File: src/rtl/framebuffer_writer_pkg.sv
// Shared types and constants for the framebuffer writer: screen geometry,
// framebuffer write record and the buffer-swap state encoding.
package framebuffer_writer_pkg;

  localparam int FB_SCREEN_WIDTH  = 320;
  localparam int FB_SCREEN_HEIGHT = 180;
  localparam int FB_ADDR_WIDTH    = 17;
  localparam int FB_PIXELS        = FB_SCREEN_WIDTH * FB_SCREEN_HEIGHT;

  typedef logic [8:0] ScreenX;
  typedef logic [7:0] ScreenY;

  typedef struct packed {
    logic [FB_ADDR_WIDTH-1:0] addr;
    logic [15:0]              data;
  } FbWrite;

  typedef enum logic [2:0] {
    RENDER      = 3'd0,
    DRAIN       = 3'd1,
    WAIT_VBLANK = 3'd2,
    SWAP        = 3'd3,
    CLEAR       = 3'd4
  } fbwr_state;

endpackage

File: src/rtl/framebuffer_writer_fifo.sv
// pixel_fifo: small synchronous FIFO of framebuffer writes with full/empty
// flags; a pop frees its slot for a push in the same cycle.
module pixel_fifo
  import framebuffer_writer_pkg::*;
#(
  parameter int DEPTH = 8
) (
  input  logic   clk,
  input  logic   rst,
  input  logic   push_i,
  input  FbWrite push_data_i,
  input  logic   pop_i,
  output FbWrite head_o,
  output logic   full_o,
  output logic   empty_o
);

  localparam int PW = $clog2(DEPTH);

  FbWrite          mem_q [DEPTH];
  logic [PW-1:0]   wr_ptr_q;
  logic [PW-1:0]   rd_ptr_q;
  logic [PW:0]     count_q;
  logic            do_pop;
  logic            do_push;

  assign empty_o = (count_q == '0);
  assign full_o  = (count_q == (PW+1)'(DEPTH));
  assign do_pop  = pop_i && !empty_o;
  assign do_push = push_i && (!full_o || do_pop);
  assign head_o  = mem_q[rd_ptr_q];

  genvar gi;
  generate
    for (gi = 0; gi < DEPTH; gi++) begin : g_entry
      always_ff @(posedge clk) begin
        if (do_push && (wr_ptr_q == PW'(gi))) begin
          mem_q[gi] <= push_data_i;
        end
      end
    end
  endgenerate

  // Depth is a power of two, so the pointers wrap naturally.
  always_ff @(posedge clk) begin
    if (rst) begin
      wr_ptr_q <= '0;
      rd_ptr_q <= '0;
      count_q  <= '0;
    end else begin
      if (do_push) wr_ptr_q <= wr_ptr_q + 1'b1;
      if (do_pop)  rd_ptr_q <= rd_ptr_q + 1'b1;
      count_q <= count_q + {{PW{1'b0}}, do_push} - {{PW{1'b0}}, do_pop};
    end
  end

endmodule

File: src/rtl/framebuffer_writer.sv
// Writes the renderer's pixel stream into a double-buffered framebuffer and
// swaps buffers on vblank. Define FRAMEBUFFER_CLEAR_ON_SWAP_EN to zero the new back buffer after each swap.
module framebuffer_writer
  import framebuffer_writer_pkg::*;
#(
  parameter int SCREEN_WIDTH  = FB_SCREEN_WIDTH,
  parameter int SCREEN_HEIGHT = FB_SCREEN_HEIGHT,
  parameter int FIFO_DEPTH    = 8,
  parameter int ADDR_WIDTH    = FB_ADDR_WIDTH
) (
  input  logic                  clk,
  input  logic                  rst,
  input  logic                  pixel_valid_in,
  input  ScreenX                pixel_x_in,
  input  ScreenY                pixel_y_in,
  input  logic [15:0]           pixel_value_in,
  input  logic                  render_busy,
  input  logic                  vblank,
  input  logic                  fb_ready,
  output logic                  fb_we,
  output logic [ADDR_WIDTH-1:0] fb_addr,
  output logic [15:0]           fb_data,
  output logic                  front_buf,
  output logic                  frame_swapped,
  output logic                  overflow
);

  localparam int PIXELS = SCREEN_WIDTH * SCREEN_HEIGHT;

  fbwr_state state_q, state_d;
  logic      busy_prev_q;
  logic      front_buf_q;
  logic      frame_swapped_q;
  logic      overflow_q;
  logic      stage_valid_q;
  FbWrite    stage_q;

  logic                  busy_fall;
  logic                  busy_rise;
  logic                  in_range;
  logic [ADDR_WIDTH-1:0] buf_base;
  logic [ADDR_WIDTH-1:0] pix_addr;
  FbWrite                fifo_head;
  logic                  fifo_full;
  logic                  fifo_empty;
  logic                  pop;

  assign busy_fall = busy_prev_q && !render_busy;
  assign busy_rise = !busy_prev_q && render_busy;

  // The back buffer is always the one the display is not reading.
  assign buf_base = front_buf_q ? '0 : ADDR_WIDTH'(PIXELS);
  assign in_range = pixel_valid_in
                 && (int'(pixel_x_in) < SCREEN_WIDTH)
                 && (int'(pixel_y_in) < SCREEN_HEIGHT);
  assign pix_addr = ADDR_WIDTH'(pixel_y_in) * ADDR_WIDTH'(SCREEN_WIDTH)
                  + ADDR_WIDTH'(pixel_x_in) + buf_base;

  always_ff @(posedge clk) begin
    if (rst) begin
      stage_valid_q <= 1'b0;
      stage_q       <= '0;
    end else begin
      stage_valid_q <= in_range;
      if (in_range) begin
        stage_q.addr <= FB_ADDR_WIDTH'(pix_addr);
        stage_q.data <= pixel_value_in;
      end
    end
  end

  pixel_fifo #(
    .DEPTH(FIFO_DEPTH)
  ) u_fifo (
    .clk        (clk),
    .rst        (rst),
    .push_i     (stage_valid_q),
    .push_data_i(stage_q),
    .pop_i      (fb_ready),
    .head_o     (fifo_head),
    .full_o     (fifo_full),
    .empty_o    (fifo_empty)
  );

  assign pop = fb_ready && !fifo_empty;

`ifdef FRAMEBUFFER_CLEAR_ON_SWAP_EN
  logic [ADDR_WIDTH-1:0] clear_cnt_q;
  logic                  clear_pending_q;
  logic                  clear_we;
  logic                  clear_last;

  // Queued pixels always pre-empt the background clear.
  assign clear_we   = (state_q == CLEAR) && fb_ready && fifo_empty;
  assign clear_last = (clear_cnt_q == ADDR_WIDTH'(PIXELS - 1));

  always_ff @(posedge clk) begin
    if (rst) begin
      clear_cnt_q     <= '0;
      clear_pending_q <= 1'b0;
    end else begin
      if (state_q == SWAP) clear_cnt_q <= '0;
      else if (clear_we)   clear_cnt_q <= clear_cnt_q + 1'b1;
      clear_pending_q <= (state_q == CLEAR) && (clear_pending_q || busy_fall);
    end
  end
`endif

  always_comb begin
    fb_we   = 1'b0;
    fb_addr = '0;
    fb_data = '0;
    if (pop) begin
      fb_we   = 1'b1;
      fb_addr = ADDR_WIDTH'(fifo_head.addr);
      fb_data = fifo_head.data;
    end
`ifdef FRAMEBUFFER_CLEAR_ON_SWAP_EN
    else if (clear_we) begin
      fb_we   = 1'b1;
      fb_addr = clear_cnt_q + buf_base;
    end
`endif
  end

  always_comb begin
    state_d = state_q;
    case (state_q)
      RENDER: begin
        if (busy_fall) state_d = DRAIN;
      end
      DRAIN: begin
        if (busy_rise)                         state_d = RENDER;
        else if (fifo_empty && !stage_valid_q) state_d = WAIT_VBLANK;
      end
      WAIT_VBLANK: begin
        if (busy_rise)   state_d = RENDER;
        else if (vblank) state_d = SWAP;
      end
      SWAP: begin
`ifdef FRAMEBUFFER_CLEAR_ON_SWAP_EN
        state_d = CLEAR;
`else
        state_d = RENDER;
`endif
      end
`ifdef FRAMEBUFFER_CLEAR_ON_SWAP_EN
      CLEAR: begin
        if (clear_we && clear_last) begin
          state_d = (clear_pending_q || busy_fall) ? DRAIN : RENDER;
        end
      end
`endif
      default: state_d = RENDER;
    endcase
  end

  always_ff @(posedge clk) begin
    if (rst) begin
      state_q         <= RENDER;
      busy_prev_q     <= 1'b0;
      front_buf_q     <= 1'b0;
      frame_swapped_q <= 1'b0;
      overflow_q      <= 1'b0;
    end else begin
      state_q         <= state_d;
      busy_prev_q     <= render_busy;
      frame_swapped_q <= (state_q == SWAP);
      if (state_q == SWAP) front_buf_q <= ~front_buf_q;
      if (stage_valid_q && fifo_full && !pop) overflow_q <= 1'b1;
    end
  end

  assign front_buf     = front_buf_q;
  assign frame_swapped = frame_swapped_q;
  assign overflow      = overflow_q;

endmodule

File: config.mk
export PLATFORM = sky130hd
export DESIGN_NAME = framebuffer_writer
export DESIGN_NICKNAME = d
export VERILOG_FILES = /design/src/rtl/framebuffer_writer_pkg.sv /design/src/rtl/framebuffer_writer_fifo.sv /design/src/rtl/framebuffer_writer.sv
export SDC_FILE = /design/constraint.sdc
export NUM_CORES = 1
export LEC_CHECK = 0
export ABC_AREA = 1
export CAP_MARGIN = 5
export CORE_MARGIN = 4
export CORE_UTILIZATION = 62
export CTS_BUF_LIST = sky130_fd_sc_hd__clkbuf_8
export DETAILED_ROUTE_END_ITERATION = 7
export GPL_TIMING_DRIVEN = 0
export PLACE_DENSITY = 0.82
export SETUP_SLACK_MARGIN = 0.1
export SYNTH_ARGS = -nofsm -noshare
export SYNTH_HDL_FRONTEND = slang
export SYNTH_SLANG_ARGS = --single-unit
File: constraint.sdc
create_clock -name clk -period 5.3 [get_ports clk]
set_input_delay 1.06 -clock clk [delete_from_list [all_inputs] [get_ports clk]]
set_output_delay 1.06 -clock clk [all_outputs]
set_load 0.05 [all_outputs]
After elaboration in Yosys (flattened, before gate mapping)
Memory sizes are Yosys's and may differ from the RTL's. A register that Yosys moved wholly into a read port is not among the register bits. Index checks and enable logic that the tools add are counted.

Bits in writable memories: 264. Memories: 1. Output and inout bits: 37. Bits in latches: 0. Logic and storage cells: 120. Input bits: 39. Bits in registers: 51. Bits in read-only memories: 0.

Memories: u_fifo.mem_q (depth 8, width 33, rd ports 1, clocked after memory_dff 1, wr ports 1, line framebuffer_writer_fifo.sv:20) `FbWrite mem_q [DEPTH];`.

Eq/ne operators: 14. Reduce and logical (&&, ||, !) cells: 35. Order comparisons: 2. Shift operators: 0. Divide/modulo/power cells: 0. Bitwise gates (word level): 1. Add/sub/neg operators: 6. Multipliers: 1. Muxes and demuxes: 49.

Operators by type and width (count): $mux 33 (7); $reduce_or 33->1 (7); $mux 3 (14); $mux 16 (2); $mux 1 (24); $add 17x16->17 (1); $add 17x9->17 (1); $logic_and 1x1->1 (17); $mux 17 (1); $eq 3x2->1 const B (4); $eq 3x3->1 const B (4); $mul 8x3->11 const B (1); $lt 9x9->1 const B (1); $pmux 3 s3 (1); $lt 8x8->1 const B (1); $add 3x1->3 const B (2); $eq 3x1->1 const B (2); $logic_not 1->1 (6); $logic_not 3->1 (2); $ne 3x3->1 const B (2); $add 4x1->4 (1); $eq 4x4->1 const B (1); $logic_not 4->1 (1); $sub 4x1->4 (1); other kinds (4) (4).

Longest topological paths before layout
Gate-level depths: netlist of the first run.

Depth in word-level cells: 16. Mapped depth: 18. Gate-level depth less buffers: 18.

Hierarchy
A second synthesis of the first run with hierarchy kept.

Cell total of the unflattened synthesis: 1266. Area total of the unflattened synthesis: 13571.8 µm².

By module, submodules not included: pixel_fifo (times used 1, seq. area each 8187.9 µm², area an instance 11108.2 µm², cells each 909); framebuffer_writer (times used 1, seq. area each 800.8 µm², area an instance 2463.6 µm², cells each 357).

Least setup slack after synthesis of the first run
OpenSTA, ideal clock, no wires.

Kind: input to register. Start: input port fb_ready. End: memory u_fifo.mem_q[0][0] (netlist name), enable pin. Slack: 1.117 ns. Library setup time: 0.464 ns. Required time: 4.836 ns. Buffers on the path: 1. Stages on the path: 5. Arrival time: 3.719 ns. Cells stage by stage: nand2_1 nand3_1 nand2_1 buf_2 nor3_1.

Cells in the longest elaborated chain, start to end: 14. Elaborated cells between the ends (all ways): 48. Classes of those cells: mux (30); reduce/logical (18).

RTL lines: start, declared (line framebuffer_writer.sv:19) `input logic fb_ready,`; $logic_and 1x1->1 (*) (line framebuffer_writer_fifo.sv:29) `assign do_pop = pop_i && !empty_o;`; $logic_or 1x1->1 (*) (line framebuffer_writer_fifo.sv:30) `assign do_push = push_i && (!full_o || do_pop);`; $logic_and 1x1->1 (*) (line framebuffer_writer_fifo.sv:30); $logic_and 1x1->1 (line framebuffer_writer_fifo.sv:37) `if (do_push && (wr_ptr_q == PW'(gi))) begin`; $mux 1 (line framebuffer_writer_fifo.sv:37); $mux 1 (implied by the code) (line framebuffer_writer_fifo.sv:38) `mem_q[gi] <= push_data_i;`; $reduce_or 33->1 (no line); $mux 3 (no line) / $mux 1 (equally long branches) (7 in a row); end, declared (line framebuffer_writer_fifo.sv:20).

Mark *: on every way between the ends. The rest lies on a longest branch, timed or not.

Final worst setup path of the first run
Start: input port fb_ready. End: output port fb_data[11].

Cells in the longest elaborated chain, start to end: 2.

RTL lines: $logic_and 1x1->1 (line framebuffer_writer.sv:85) `assign pop = fb_ready && !fifo_empty;`; $mux 16 (line framebuffer_writer.sv:113) `if (pop) begin`; end, declared (line framebuffer_writer.sv:22) `output logic [15:0] fb_data,`.

No other way between the ends.

==> results of run 1 <==
cells in the final DEF, fill, tap and decap left out, drive strengths merged:
| cell type | instances |
|---|---|
| a211oi | 2 |
| bufinv | 2 |
| and2 | 1 |
| o21ai | 208 |
| nand2 | 36 |
| nand3b | 1 |
| clkinv | 13 |
| ha | 35 |
| nor3 | 7 |
| clkbuf | 88 |
| dfxtp | 53 |
| nand4 | 1 |
| clkinvlp | 2 |
| xor2 | 5 |
| clkdlybuf4s50 | 75 |
| nand3 | 12 |
| xnor2 | 6 |
| a21oi | 20 |
| edfxtp | 264 |
| buf | 54 |
| nor2 | 281 |
| inv | 62 |
| a21boi | 1 |
| a31oi | 35 |
| fa | 4 |
| o22ai | 33 |
flip-flops by register name (all words and copies together) (netlist names), named ones only:
signal and flops:
busy_prev_q 1, frame_swapped 1, front_buf 1, overflow 1, stage_q 33, stage_valid_q 1, state_q 2, u_fifo.count_q 4
u_fifo.mem_q 264, u_fifo.rd_ptr_q 3, u_fifo.wr_ptr_q 3
stage by stage:
step / setup TNS [ns] / hold WS [ns] / total power, mW / area, sq um / worst slack (ns)
floorplan: 0 / 0.4334 / 4.298 / 13120 / 1.117
global placement: -265.69 / 0.4412 / 4.916 / 14210 / -1.559
detailed placement: 0 / 0.4485 / 4.998 / 14500 / 0.6765
CTS: 0 / 0.4659 / 6.976 / 15460 / 0.5693
global route: 0 / 0.4892 / 7.285 / 15460 / 0.4467
finish: 0 / 0.4614 / 6.994 / 15460 / 0.5226
layout make-up:
class                      count  area (sq um)
fill                        1244          5030
clock buffer                  56         770.7
tap                          270         337.8
buffer                        66         394.1
inverter                      47         181.4
clock inverter                32         191.4
multi-input combinational    688          3603
sequential                   317          8989
timing repair buffer          95         997.2
path summary, 6_finish.rpt:
path	slack (ns)	depth (start not counted)	start	endpoint
worst min register to register	0.46	2	overflow	overflow
worst min-delay path	0.46	2	overflow	overflow
worst max-delay path	0.52	7	fb_ready	fb_data[11]
worst max register to register	2.48	10	u_fifo.count_q[2]	u_fifo.mem_q[4][3]
layer usage:
layer	GRT usage, %	part of all wire [%]	vias up
met5	0	0	-
met2	45.33	49	632
met1	36.25	37	4475
li1	-	-	4278
met3	6.107	11	113
met4	11.90	3.7	0
worst min-delay path, cell delays in order, from the launching register on:
cell and delay, ns:
dfxtp_1 0.31, inv_1 0.05, a21oi_1 0.05
power by group:
group | switching (mW) | internal [mW]
clock | 0.932 | 1.06
combinational | 1.44 | 0.684
sequential | 0.0786 | 2.79
cell families (layout without fill, tap and decap cells):
logic type                 Yosys count  in the layout  synth area share, %
and+or+nand+nor                    339            339                10.17
xor gates and xnor gates            11             11               0.7914
DFF                                317            317                68.50
adders and majority gates           39             39                3.947
buffers and inverters              113            296                4.386
AOI/OAI and AO/OA                  299            299                12.20
==> results.sh, run 1 <==
export IMPL_status="finished, final reports clean"
export IMPL_relSlewSlack_pct=35.08
export IMPL_grt_max_degree=21
export IMPL_clkLatencyLatePin_ns=0.57
export IMPL_clk_pin_slew_ns=0.06
export IMPL_postSynthNetCount=1196
export IMPL_yosysTopAreaCellShare_pct=60.41
export IMPL_globalRouteOverflowTotal=0
export IMPL_path_common_cell="clkdlybuf4s50_1"
export IMPL_rsz0062_at_grt="no"
export IMPL_via_per_inst=6.046
export IMPL_ir_drop_mv=0.2907
export IMPL_row_count=52
export IMPL_min_path_type="reg -> reg"
export IMPL_arrival_ns=3.72
export IMPL_fp_dieH_um=153.5
export IMPL_drtIter0Drc=1214
export IMPL_clock_path_buffers=3
export IMPL_cp_num_buf_inv=4
export IMPL_finish_utilization_pct=75.46
export IMPL_grt_pass1_wl_um=51410
export IMPL_dieArea_sq_um=23560
export IMPL_cts_tree="built"
export IMPL_critPathMaxFanout=10
export IMPL_die_w_um=153.5
export IMPL_period_minus_slack_ns=4.777
export IMPL_tightestPinTransition_ns=0.9686
export IMPL_synthArstFlopShare_pct=0
export IMPL_post_cts_setup_buffers=0
export IMPL_layout_drive_gt1_share_pct=10.84
export IMPL_start_kind="primary input"
export IMPL_drc=0
export IMPL_initial_core_util_pct=64.03
export IMPL_routedWlPerCell_um=21.01
export IMPL_ios=76
export IMPL_antenna_cells=0
export IMPL_finalClockSkew_ns=0.02005
export IMPL_htreeDepth=2
export IMPL_required_ns=4.24
export IMPL_num_vias=9498
export IMPL_nets=1341
export IMPL_post_cts_resized=0
export IMPL_synth_ff_type="edfxtp_1"
export IMPL_syn_area_sq_um=13120
export IMPL_max_stage_delay_ns=0.87
export IMPL_cellPowerDensity_nw_per_um2=452.2
export IMPL_ant_nets=0
export IMPL_critPathTopFamily="buffers and inverters"
export IMPL_globalplace_congestion=0.8008
export IMPL_cts_root_buf="clkbuf_8"
export IMPL_hold_violations=0
export IMPL_clkSinkCount=317
export IMPL_ys_ff_latch=317
export IMPL_setup_viol=0
export IMPL_path_cells="clkdlybuf4s50_1 > nand2_1 > inv_1 > clkbuf_1 > o21ai_0 > a31oi_1 > clkdlybuf4s50_1"
export IMPL_syn_inst=1118
export IMPL_crit_type="in -> out"
export IMPL_antenna_found_initial=0
export IMPL_cts_buffers=48
export IMPL_ys_top_cells_by_area="edfxtp_1 (60%), dfxtp_1 (8.1%), nor2_1 (8.0%), o21ai_0 (6.6%), ha_1 (3.3%)"
export IMPL_synth_most_common_cell="nor2_1"
export IMPL_maxCapViolations=0
export IMPL_dp_cells=1483
export IMPL_p_leak_nw=5.557
export IMPL_worst_setup_path_end_kind="output port"
export IMPL_finalCritPeriodShare_pct=90.14
export IMPL_synth_cell_type_count=36
export IMPL_cp_slowest_cell="clkdlybuf4s50_1"
export IMPL_yosysSeqAreaShare_pct=68.50
export IMPL_grt_usage_pct=27.77
export IMPL_grt_pass1_vias=9677
export IMPL_stdcell_count=1571
export IMPL_routed_wl_um=33010
export IMPL_max_freq_ghz=0.2093
export IMPL_syn_area_per_cell_sq_um=11.74
export IMPL_port_buffers=75
export IMPL_dp_hpwl_um=21220
export IMPL_area_growth_pct=17.85
export IMPL_ys_warn_count=0
export IMPL_synth_edf_count=264
export IMPL_cts_hold_buf=0
export IMPL_drt_pre_antenna_iters=6
export IMPL_slew_viol_final=0
export IMPL_coreArea_sq_um=20490
export IMPL_synth_common_cells="nor2_1 (280), edfxtp_1 (264), o21ai_0 (172)"
export IMPL_yosys_area_top_type="edfxtp_1"
Power figures use the tool's default switching activity.
==> run 2: changes to the inputs <==
--- a/config.mk
+++ b/config.mk
@@ -7,7 +7,6 @@
 export LEC_CHECK = 0
 export ABC_AREA = 1
 export CAP_MARGIN = 5
-export CORE_MARGIN = 4
 export CORE_UTILIZATION = 62
 export CTS_BUF_LIST = sky130_fd_sc_hd__clkbuf_8
 export DETAILED_ROUTE_END_ITERATION = 7
==> run 2 against run 1 <==
Die area is 7.7% lower. Sequential share of layout area grew 0.094 points. Total power fell by 1.1%. Sequential power is essentially flat. Combinational power barely moved. Clock power decreased by 5%. Global-route usage is 3.0 points higher. Worst hold slack improved by 0.0021 ns. Setup slack lost 0.18 ns. First-iteration DRC count rose by 5.8%. Flip-flop and latch count stayed put. Largest power group unchanged. Highest routed layer unchanged.
==> results.sh, run 2 (synthesis results as in run 1) <==
export IMPL_status="finished, final reports clean"
export IMPL_num_vias=9519
export IMPL_htreeDepth=2
export IMPL_drc=0
export IMPL_drtIter0Drc=1285
export IMPL_clkPwrFrac_pct=27.7
export IMPL_rsz0062_at_grt="no"
export IMPL_arrival_ns=3.90
export IMPL_layout_commonest_cell="nor2_1"
export IMPL_row_count=52
export IMPL_period_minus_slack_ns=4.957
export IMPL_ios=76
export IMPL_fillers=1268
export IMPL_relSlewSlack_pct=30.54
export IMPL_drt_pre_antenna_iters=6
export IMPL_cts_buffers=48
export IMPL_globalRouteOverflowTotal=0
export IMPL_routedWlPerCell_um=20.79
export IMPL_grt_pass1_vias=9276
export IMPL_area_growth_pct=17.66
export IMPL_largest_register="u_fifo.mem_q"
export IMPL_clock_path_buffers=3
export IMPL_p_seq_share_pct=41.5
export IMPL_antenna_cells=0
export IMPL_reg_top3="u_fifo.mem_q: 264 flops, stage_q: 33 flops, u_fifo.count_q: 4 flops"
export IMPL_ff_latch_area_sq_um=8989
export IMPL_port_buffers=75
export IMPL_initial_core_util_pct=64.03
export IMPL_ir_drop_mv=0.2887
export IMPL_p_switching_mw=2.453
export IMPL_min_path_type="reg -> reg"
export IMPL_antenna_found_initial=0
export IMPL_fp_dieH_um=147.5
export IMPL_stdcell_count=1573
export IMPL_via_per_inst=6.051
export IMPL_finalCritPeriodShare_pct=93.53
export IMPL_ant_nets=0
export IMPL_p_leak_nw=5.566
export IMPL_coreArea_sq_um=20490
export IMPL_die_w_um=147.5
export IMPL_dieArea_sq_um=21750
export IMPL_setup_viol=0
export IMPL_path_cells="clkdlybuf4s50_1 > nand2_1 > inv_1 > clkbuf_1 > o21ai_1 > a31oi_1 > clkdlybuf4s50_1"
export IMPL_cp_slowest_cell="clkdlybuf4s50_1"
export IMPL_sw_frac_of_total_pct=35.47
export IMPL_cts_hold_buf=0
export IMPL_largest_reg_flops=264
export IMPL_dp_cells=1483
export IMPL_dp_hpwl_um=20680
export IMPL_start_kind="primary input"
export IMPL_max_stage_delay_ns=0.89
export IMPL_post_cts_setup_buffers=0
export IMPL_finalClockSkew_ns=0.01388
export IMPL_critPathMaxFanout=10
export IMPL_grt_usage_pct=30.76
export IMPL_routed_wl_um=32700
export IMPL_tightestPinTransition_ns=1.036
export IMPL_cts_tree="built"
export IMPL_finish_utilization_pct=75.34
export IMPL_max_freq_ghz=0.2017
export IMPL_maxCapViolations=0
export IMPL_grt_pass1_wl_um=50030
export IMPL_globalplace_congestion=0.7849
export IMPL_worst_setup_path_end_kind="output port"
export IMPL_cts_root_buf="clkbuf_8"
export IMPL_final_cell_mix="nor2_1 (278), edfxtp_1 (264), o21ai_0 (172)"
export IMPL_path_common_cell="clkdlybuf4s50_1"
export IMPL_required_ns=4.24
export IMPL_combPwrFrac_pct=30.9
export IMPL_clkSinkCount=317
export IMPL_post_cts_resized=0
export IMPL_hold_violations=0
export IMPL_grt_max_degree=21
export IMPL_clk_pin_slew_ns=0.06
export IMPL_clkLatencyLatePin_ns=0.57
export IMPL_layout_drive_gt1_share_pct=10.74
export IMPL_intPower_mw=4.462
export IMPL_multi_input_area_sq_um=3603
export IMPL_nets=1341
export IMPL_holdWs_ns=0.4635
export IMPL_cellPowerDensity_nw_per_um2=447.8
export IMPL_slew_viol_final=0
export IMPL_crit_type="in -> out"
[run 2: power by group through the flow]
| stage | clock, mW | sequential (mW) | combinational (mW) |
|---|---|---|---|
| floorplan | 0 | 2.89 | 1.40 |
| global placement | 0 | 2.91 | 2.00 |
| detailed placement | 0 | 2.92 | 2.08 |
| CTS | 1.91 | 2.87 | 2.11 |
| global route | 2.02 | 2.88 | 2.29 |
| finish | 1.91 | 2.87 | 2.13 |
[run 2: worst paths after layout]
kind,startpoint,cells past startpoint,to,slack [ns]
setup / recovery,fb_ready,7,fb_addr[7],0.34
hold / removal,overflow,2,overflow,0.46
setup reg to reg,u_fifo.count_q[2],10,u_fifo.mem_q[0][1],2.48
hold reg to reg,overflow,2,overflow,0.46
[run 2: critical path: cells and delay by family]
| family | cells | cell delay (ns) |
|---|---|---|
| buffers and inverters | 4 | 2.00 |
| AO/OA/AOI/OAI | 2 | 0.67 |
| AND/OR/NAND/NOR | 1 | 0.16 |
[run 2: layout make-up]
cell class,instances,share of cell area [%]
sequential,317,58.22
clock buffer,54,4.814
buffer,66,2.553
clock inverter,36,1.183
timing repair buffer,95,6.532
tap,270,2.188
multi-input combinational,688,23.34
inverter,47,1.175
[run 2: through the flow]
stage / TNS [ns] / total power, mW / setup WS [ns] / cell area [sq um]
finish: 0 / 6.914 / 0.3429 / 15440
global route: 0 / 7.188 / 0.3642 / 15440
CTS: 0 / 6.883 / 0.4755 / 15440
detailed placement: 0 / 4.995 / 0.5936 / 14510
global placement: -274.78 / 4.913 / -1.608 / 14210
floorplan: 0 / 4.298 / 1.117 / 13120
[run 2: routing by layer]
metal | GRT usage, % | vias to the layer above | wire, um
met3 | 5.833 | 117 | 3506
met4 | 17.16 | 0 | 1537
met5 | 0 | - | 0
li1 | - | 4289 | -
met1 | 40.02 | 4458 | 12220
met2 | 49.15 | 655 | 15440
==> run 3: changes to the inputs <==
--- a/config.mk
+++ b/config.mk
@@ -11,7 +11,7 @@
 export CTS_BUF_LIST = sky130_fd_sc_hd__clkbuf_8
 export DETAILED_ROUTE_END_ITERATION = 7
 export GPL_TIMING_DRIVEN = 0
-export PLACE_DENSITY = 0.82
+export PLACE_DENSITY = 0.89
 export SETUP_SLACK_MARGIN = 0.1
 export SYNTH_ARGS = -nofsm -noshare
 export SYNTH_HDL_FRONTEND = slang
==> run 3 against run 2 <==
Sequential share of layout area hardly changed. Final cell count stayed put. Maximum frequency is 4.8% higher. Via count is 3.0% higher. Die area stayed put. Wire length is 4.1% higher. Flip-flop and latch count stayed put. Global-route usage is 0.88 points higher. Core utilization hardly changed. Count of clock-buffer cells in the layout is 1 higher. Total power is 0.70% higher. Critical path type unchanged.
==> results.sh, run 3 (synthesis results as in run 1) <==
export IMPL_status="finished, final reports clean"
export IMPL_reg_top3="u_fifo.mem_q: 264 flops, stage_q: 33 flops, u_fifo.count_q: 4 flops"
export IMPL_grt_pass1_wl_um=51700
export IMPL_globalplace_congestion=0.8008
export IMPL_clk_pin_slew_ns=0.05
export IMPL_finalClockSkew_ns=0.01462
export IMPL_combPwrFrac_pct=30.8
export IMPL_clkPwrFrac_pct=28.0
export IMPL_clock_path_buffers=3
export IMPL_arrival_ns=3.67
export IMPL_p_seq_share_pct=41.2
export IMPL_holdPathStages=2
export IMPL_largest_register="u_fifo.mem_q"
export IMPL_initial_core_util_pct=64.03
export IMPL_sw_frac_of_total_pct=35.65
export IMPL_p_switching_mw=2.482
export IMPL_grt_usage_pct=31.64
export IMPL_area_growth_pct=17.61
export IMPL_grt_pass1_vias=9822
export IMPL_largest_reg_flops=264
export IMPL_fin_area_sq_um=15430
export IMPL_cts_root_buf="clkbuf_8"
export IMPL_nets=1342
export IMPL_die_w_um=147.5
export IMPL_cellPowerDensity_nw_per_um2=451.1
export IMPL_clkLatencyLatePin_ns=0.56
export IMPL_coreArea_sq_um=20490
export IMPL_setup_viol=0
export IMPL_row_count=52
export IMPL_layout_commonest_cell="nor2_1"
export IMPL_start_kind="primary input"
export IMPL_placed_area_sq_um=14500
export IMPL_p_total_mw=6.963
export IMPL_min_path_type="reg -> reg"
export IMPL_reg2reg_depth=10
export IMPL_ir_drop_mv=0.3135
export IMPL_drt_pre_antenna_iters=8
export IMPL_path_common_cell="clkdlybuf4s50_1"
export IMPL_antenna_found_initial=0
export IMPL_fp_dieH_um=147.5
export IMPL_cts_tree="built"
export IMPL_num_vias=9806
export IMPL_path_cells="clkdlybuf4s50_1 > nand2_1 > inv_1 > clkbuf_1 > o21ai_1 > a31oi_1 > clkdlybuf4s50_1"
export IMPL_slew_viol_final=0
export IMPL_final_cell_mix="nor2_1 (278), edfxtp_1 (264), o21ai_0 (172)"
export IMPL_tightestPinTransition_ns=1.059
export IMPL_maxCapViolations=0
export IMPL_post_cts_setup_buffers=0
export IMPL_post_cts_resized=0
export IMPL_ios=76
export IMPL_period_minus_slack_ns=4.731
export IMPL_layout_drive_gt1_share_pct=10.82
export IMPL_via_per_inst=6.234
export IMPL_worst_setup_path_end_kind="output port"
export IMPL_finalCritPeriodShare_pct=89.26
export IMPL_globalRouteOverflowTotal=0
export IMPL_cts_hold_buf=0
export IMPL_intPower_mw=4.480
export IMPL_cp_num_buf_inv=4
export IMPL_htreeDepth=2
export IMPL_dp_hpwl_um=21470
export IMPL_ant_nets=0
export IMPL_cp_slowest_cell="clkdlybuf4s50_1"
export IMPL_hold_violations=0
export IMPL_critPathTopFamily="buffers and inverters"
export IMPL_max_stage_delay_ns=0.88
export IMPL_port_buffers=75
export IMPL_crit_type="in -> out"
export IMPL_cts_buffers=49
export IMPL_p_leak_nw=5.573
export IMPL_drtIter0Drc=1451
export IMPL_cp_depth=7
export IMPL_antenna_cells=0
export IMPL_clkSinkCount=317
export IMPL_drc=0
export IMPL_dieArea_sq_um=21750
export IMPL_grt_max_degree=22
export IMPL_required_ns=4.24
export IMPL_max_freq_ghz=0.2114
export IMPL_rsz0062_at_grt="no"
export IMPL_critPathMaxFanout=10
export IMPL_routed_wl_um=34040
export IMPL_routedWlPerCell_um=21.64
export IMPL_relSlewSlack_pct=29.02
[run 3: metrics by stage]
stage	worst slack (ns)	std cells	hold slack, ns	TNS, ns	util, %
after floorplan	1.117	1118	0.4334	0	-
after global placement	-1.461	1463	0.4401	-242.13	69.34
after detailed placement	0.6413	1483	0.4611	0	70.76
after CTS	0.6321	1573	0.4505	0	75.31
after global routing	0.5271	1573	0.4890	0	75.31
final	0.5693	1573	0.4665	0	75.31
[run 3: cell type report]
type	count	area (sq um)
fill	1216	5061
sequential	317	8989
inverter	47	181.4
buffer	66	394.1
timing repair buffer	95	997.2
multi-input combinational	688	3603
clock buffer	55	757.0
clock inverter	35	173.9
tap	270	337.8
[run 3: worst paths after layout]
check,startpoint,to,slack (ns)
setup / recovery,fb_ready,fb_addr[8],0.57
hold / removal,overflow,overflow,0.47
setup reg to reg,u_fifo.count_q[2],u_fifo.mem_q[4][5],2.51
hold reg to reg,overflow,overflow,0.47
[run 3: routing by layer]
layer,vias to the layer above,GRT usage [%],wire (um)
li1,4282,-,-
met1,4660,40.31,12340
met2,729,52.45,16550
met3,135,5.741,3728
met4,0,15.93,1429
met5,-,0,0
[run 3: power groups by stage]
stage	Clock [mW]	Sequential (mW)	Combinational [mW]
global placement	0	2.91	1.97
CTS	1.94	2.87	2.11
detailed placement	0	2.92	2.07
finish	1.95	2.87	2.14
floorplan	0	2.89	1.40
global route	2.04	2.88	2.29
[run 3: worst reg2reg max path, delay by kind of cell, from the launching register on]
family | cells | cell delay [ns]
DFF | 1 | 0.31
and+or+nand+nor | 5 | 1.23
adders and majority gates | 1 | 0.19
buffers and inverters | 4 | 0.76
